`config.mk`:
```
export PLATFORM = sky130hd
export DESIGN_NAME = product_accumulator_flat
export DESIGN_NICKNAME = d
export VERILOG_FILES = /design/src/rtl/product_accumulator_if.sv /design/src/rtl/product_accumulator.sv /design/src/flat_wrapper.sv
export SDC_FILE = /design/constraint.sdc
export NUM_CORES = 1
export LEC_CHECK = 0
export ABC_AREA = 1
export BUFFER_PORTS_ARGS = -buffer_cell sky130_fd_sc_hd__buf_2
export CAP_MARGIN = 0
export CELL_PAD_IN_SITES_DETAIL_PLACEMENT = 1
export CELL_PAD_IN_SITES_GLOBAL_PLACEMENT = 1
export CORE_MARGIN = 1
export CORE_UTILIZATION = 35
export DETAILED_ROUTE_END_ITERATION = 10
export PLACE_DENSITY_LB_ADDON = 0.1
export SLEW_MARGIN = 10
export SYNTH_ARGS = -nofsm -noshare
export SYNTH_HDL_FRONTEND = slang
export SYNTH_SLANG_ARGS = --single-unit
```
`constraint.sdc`:
```
create_clock -name clk -period 1.9 [get_ports clk]
set_clock_uncertainty 0.05 [all_clocks]
set_input_delay 0.095 -clock clk [delete_from_list [all_inputs] [get_ports clk]]
set_output_delay 0.095 -clock clk [all_outputs]
set_load 0.02 [all_outputs]
```
`src/rtl/product_accumulator_if.sv`:
```
// product_accumulator_if: product beat stream in, group result out (two valid/ready handshakes)
interface product_accumulator_if #(
    parameter int PW    = 64,
    parameter int AW    = 64,
    parameter int CNT_W = 16
);
    logic [PW-1:0]    in_prod;
    logic             in_valid;
    logic             in_last;
    logic             in_ready;
    logic [AW-1:0]    out_acc;
    logic [CNT_W-1:0] out_count;
    logic             out_ovf;
    logic             out_valid;
    logic             out_ready;

    modport master (
        output in_prod, in_valid, in_last, out_ready,
        input  in_ready, out_acc, out_count, out_ovf, out_valid
    );

    modport slave (
        input  in_prod, in_valid, in_last, out_ready,
        output in_ready, out_acc, out_count, out_ovf, out_valid
    );
endinterface

```
`src/rtl/product_accumulator.sv`:
```
// product_accumulator: sums signed product groups closed by a last beat; SATURATE_EN clamps on overflow instead of wrapping
module product_accumulator #(
    parameter int PW    = 64,
    parameter int AW    = 64,
    parameter int CNT_W = 16
) (
    input logic                  clk,
    input logic                  rst,
    product_accumulator_if.slave bus
);
    typedef enum logic {ACCUM, HOLD} state_t;

    state_t                  state, state_next;
    logic [PW-1:0]           prod;
    logic signed [AW-1:0]    prod_ext, acc, raw_sum, sum, acc_out;
    logic [CNT_W-1:0]        cnt, cnt_inc, count_out;
    logic                    ovf, ovf_next, ovf_out, add_ovf;
    logic                    in_ready, out_valid, accept;

    assign prod     = bus.in_prod;
    assign prod_ext = AW'($signed(prod));
    assign raw_sum  = acc + prod_ext;
    assign add_ovf  = (acc[AW-1] == prod_ext[AW-1]) && (raw_sum[AW-1] != acc[AW-1]);
    assign ovf_next = ovf | add_ovf;
    assign cnt_inc  = &cnt ? cnt : cnt + 1'b1;
    assign accept   = bus.in_valid && in_ready;
`ifdef SATURATE_EN
    // Overflow direction follows the common operand sign: both negative clamps low, both positive clamps high
    assign sum = add_ovf ? (acc[AW-1] ? {1'b1, {(AW-1){1'b0}}} : {1'b0, {(AW-1){1'b1}}}) : raw_sum;
`else
    assign sum = raw_sum;
`endif

    // Handshake outputs follow the state; close a group on an accepted last beat, release on result handshake
    always_comb begin
        in_ready   = state == ACCUM;
        out_valid  = state == HOLD;
        state_next = (state == ACCUM && accept && bus.in_last) ? HOLD :
                     (state == HOLD && bus.out_ready)          ? ACCUM : state;
    end

    // State register, running group sum and the held result
    always_ff @(posedge clk) begin
        if (rst) begin
            state     <= ACCUM;
            acc       <= '0;
            cnt       <= '0;
            ovf       <= 1'b0;
            acc_out   <= '0;
            count_out <= '0;
            ovf_out   <= 1'b0;
        end else begin
            state <= state_next;
            if (accept && bus.in_last) begin
                acc_out   <= sum;
                count_out <= cnt_inc;
                ovf_out   <= ovf_next;
                acc       <= '0;
                cnt       <= '0;
                ovf       <= 1'b0;
            end else if (accept) begin
                acc <= sum;
                cnt <= cnt_inc;
                ovf <= ovf_next;
            end
        end
    end

    assign bus.in_ready  = in_ready;
    assign bus.out_valid = out_valid;
    assign bus.out_acc   = acc_out;
    assign bus.out_count = count_out;
    assign bus.out_ovf   = ovf_out;
endmodule

```
`src/flat_wrapper.sv`:
```
// flat-port wrapper written by rule: the top's interface ports become plain ports
module product_accumulator_flat 
#(
    parameter int PW    = 64,
    parameter int AW    = 64,
    parameter int CNT_W = 16
)
  (clk, rst, bus_in_prod, bus_in_valid, bus_in_last, bus_out_ready, bus_in_ready, bus_out_acc, bus_out_count, bus_out_ovf, bus_out_valid);
  product_accumulator_if #(.PW(PW), .AW(AW), .CNT_W(CNT_W)) bus_i ();
  input logic clk;
  input logic rst;
  input wire logic [$bits(bus_i.in_prod)-1:0] bus_in_prod;
  input wire logic [$bits(bus_i.in_valid)-1:0] bus_in_valid;
  input wire logic [$bits(bus_i.in_last)-1:0] bus_in_last;
  input wire logic [$bits(bus_i.out_ready)-1:0] bus_out_ready;
  output wire logic [$bits(bus_i.in_ready)-1:0] bus_in_ready;
  output wire logic [$bits(bus_i.out_acc)-1:0] bus_out_acc;
  output wire logic [$bits(bus_i.out_count)-1:0] bus_out_count;
  output wire logic [$bits(bus_i.out_ovf)-1:0] bus_out_ovf;
  output wire logic [$bits(bus_i.out_valid)-1:0] bus_out_valid;
  assign bus_i.in_prod = bus_in_prod;
  assign bus_i.in_valid = bus_in_valid;
  assign bus_i.in_last = bus_in_last;
  assign bus_i.out_ready = bus_out_ready;
  assign bus_in_ready = bus_i.in_ready;
  assign bus_out_acc = bus_i.out_acc;
  assign bus_out_count = bus_i.out_count;
  assign bus_out_ovf = bus_i.out_ovf;
  assign bus_out_valid = bus_i.out_valid;
  product_accumulator #(.PW(PW), .AW(AW), .CNT_W(CNT_W)) u_core (.clk(clk), .rst(rst), .bus(bus_i));
endmodule
```
==> Flow_metrics.wiki <==
{| class="wikitable"
! Metric !! Value
|-
| Outcome || complete, but fails checks
|-
| Violated checks || negative setup slack
|-
| Clock buffers created by TritonCTS || 17
|-
| Post-Synthesis Net Count || 2062
|-
| Reg2reg path depth || 15
|-
| Final core utilization || 0.594
|-
| Synthesized flop and latch total || 163
|-
| Peak clock frequency supported by timing || 436 MHz
|-
| Via count of the first global-routing pass || 14700
|-
| Total DRC errors in the routed layout || 0
|-
| Die X || 185 um
|-
| Crit end category || flop
|-
| Site Rows || 66
|-
| Main synth FF type || dfxtp_1
|-
| Crit path max fanout || 4
|-
| Post-synth ARST share || 0
|-
| Layout area overhead || 66.5%
|-
| Synth warnings || 0
|-
| Required time reported for the critical path endpoint || 2.22 ns
|-
| First element of the critical path || u_core.acc[6]
|-
| Iteration-0 DRC count of the detailed router || 820
|-
| TNS Setup || -26.14 ns
|-
| Wire length of the first global-routing pass || 79600 um
|-
| Clock Pin Slew Worst Setup and Hold Paths || 0.09 ns
|-
| Final weighted congestion of routability-driven global placement || 0.962
|-
| Max IR drop VDD || 0.697 mV
|-
| Setup slack, reg-to-reg || -0.39 ns
|-
| Share of layout cells above drive strength 1 || 0.486
|-
| Origin of the critical flop-to-flop path || u_core.acc[6]
|-
| WL per Instance || 20.6 um
|-
| Total Die Area || 34100 sq um
|-
| Antenna violations before repair || 2
|-
| Setup WS post-layout || -0.395 ns
|-
| Chip height || 185 um
|-
| Final-stage net count || 2445
|-
| Wire length after detailed routing || 56900 um
|-
| Distinct cells, synth || 42
|-
| Worst Max-Slew Pin Slew || 0.516 ns
|-
| Overall power after layout || 14000 uW
|-
| Final setup viols || 116
|-
| Buffers on Ports || 151
|-
| Per-cell via count in the routed design || 5.17
|-
| Path type of the worst setup path || flop to flop
|-
| Worst slew margin relative to its limit || 0.656
|-
| Post-Synthesis Mean Instance Area || 6.05 sq um
|-
| Power Density || 723 nW/um^2
|-
| Count of final max-slew check failures || 0
|-
| Post-detailed-route count of antenna-violating nets || 0
|-
| Sum of net half-perimeters after detailed placement || 36500 um
|-
| Gr ovfl total || 0
|-
| Path type of the worst min-delay path || input pin to flop
|-
| Standard cell core area || 32700 sq um
|-
| GRT Resource Usage Total || 0.306
|-
| Largest net degree at the start of global routing || 99
|-
| Max-cap violations || 0
|-
| CTS root buffer || clkbuf_16
|-
| Worst hold stages || 6
|-
| Endpoint of the most critical register-to-register path || u_core.acc[44]
|-
| End point of the critical path || u_core.acc[44]
|-
| Number of flops mapped to enable cells by yosys || 0
|-
| Fin crit share || 1.21
|-
| Minimum period implied by the final worst setup slack || 2.29 ns
|-
| Leakage power of the design || 0.0102 uW
|-
| RSZ-0062 raised after global routing || yes
|-
| Starting density of the core || 0.357
|-
| Number of hold violations in the final report || 0
|-
| Max Buffers Root-to-Sink || 2
|-
| Sequential cell area fraction in the yosys report || 0.280
|-
| Total number of clock tree sinks || 163
|-
| Critical path data arrival time || 2.62 ns
|-
| Post-Syn Area || 11700 sq um
|-
| Number of H-tree levels || 4
|-
| CTS tree || done
|-
| Startpoint class of the critical path || flop
|-
| Top-level port count || 152
|-
| First-pass DRT Iterations || 5
|-
| DR vias || 14300
|-
| Synthesized instance count || 1928
|-
| Clock insertion delay at the later pin of the skew report || 0.48 ns
|}
-- repair_timing --
| item | 4_1_cts | 5_1_grt |
|---|---|---|
| gates resized for setup | 599 | 346 |
| endpoints found under the setup margin | 114 | 142 |
| pin swaps | 128 | 149 |
| hold endpoints to repair | 3 | 0 |
| buffers inserted | 13 | 23 |
| hold buffers | 3 | 0 |
-- registers in the layout (all words and copies together), names as in the netlist --
name                  flops
u_core.acc               64
u_core.bus.out_valid      1
u_core.cnt               16
u_core.bus.out_acc       64
u_core.ovf                1
u_core.bus.out_ovf        1
u_core.bus.out_count     16
-- synthesized netlist by cell type (all sizes together) (7+ instances only) --
library cell | count | area, sq um
nand2 | 618 | 2380
inv | 358 | 1340
nor2 | 219 | 892
dfxtp | 163 | 3260
nand3 | 110 | 581
o21ai | 107 | 536
a21oi | 105 | 529
ha | 64 | 801
o21bai | 30 | 225
clkbuf | 28 | 106
xor2 | 22 | 193
o21a | 21 | 158
buf | 17 | 87.6
xnor2 | 17 | 149
nor3 | 11 | 91.3
o211ai | 10 | 75.1
a22o | 7 | 61.3
-- layer usage --
metal,vias to the layer above,GRT usage,part of all wire
met5,-,0,0.00014
met4,2,0.109,0.040
met3,149,0.0441,0.048
met2,453,0.510,0.48
met1,6977,0.399,0.43
li1,6724,-,-
-- report_power, final --
group          total [uW]  switching [uW]  leakage, uW  internal (uW)
Sequential           3960             232      0.00136           3730
Combinational        6380            3760      0.00854           2620
Clock                3690            1820     0.000284           1880
Total               14000            5810       0.0102           8230
-- worst max-delay path, stage by stage (launching register included) --
cell	delay (ns)
dfxtp_4	0.37
ha_4	0.27
nand2_1	0.12
inv_1	0.09
a21oi_1	0.29
nand2_4	0.12
nand2_4	0.09
nand2_4	0.08
nand2_4	0.08
nand2_4	0.09
nand2_4	0.10
nand2_1	0.07
nand2_1	0.09
nand3_1	0.09
nand2_1	0.12
inv_1	0.05
-- how the worst min path moves through the flow --
stage,from,to
finish,bus_in_prod[63],u_core.ovf
global route,bus_in_prod[63],u_core.ovf
CTS,bus_in_prod[63],u_core.ovf
detailed placement,bus_out_ready,u_core.bus.out_valid
global placement,bus_out_ready,u_core.bus.out_valid
floorplan,rst,u_core.bus.out_valid
-- final cells by class --
class / count / area [sq um]
repair buffers: 409 / 2920
clock inverters: 14 / 156
clock buffers: 18 / 429
flip-flops and latches: 163 / 3340
well taps: 442 / 553
multi-input cells: 1362 / 10600
inverters: 358 / 1370
fillers: 4015 / 13300
diodes: 1 / 2.50
-- metrics by stage --
stage	setup slack [ns]	hold WS, ns	instance area, sq um	instances
finish	-0.395	0.0392	19400	2767
detailed placement	-0.459	0.251	14600	2703
CTS	-0.311	0.0177	17900	2747
global route	-0.482	0.0637	19400	2767
global placement	-0.480	0.239	14600	2703
floorplan	0.000152	0.137	11700	1928
-- kinds of logic after synthesis --
group,count (synthesis),synth area share
AND/OR/NAND/NOR,972,0.349
buffers and inverters,403,0.132
AO/OA/AOI/OAI,286,0.140
flip-flops,163,0.280
adder cells (fa/ha/maj),65,0.0704
XOR/XNOR,39,0.0293
-- cell usage in the layout (no fill, tap or decap), types with 51 or more instances in the layout --
cell type	Yosys	layout
ha_4	0	58
inv_1	348	305
nand3_1	104	51
nand2_2	23	133
dfxtp_2	0	52
dfxtp_1	163	109
nand2_4	0	91
buf_2	13	151
nor2_1	199	130
buf_4	2	215
nand2_1	595	375
o21ai_0	102	71
Power figures use the tool's default switching activity.
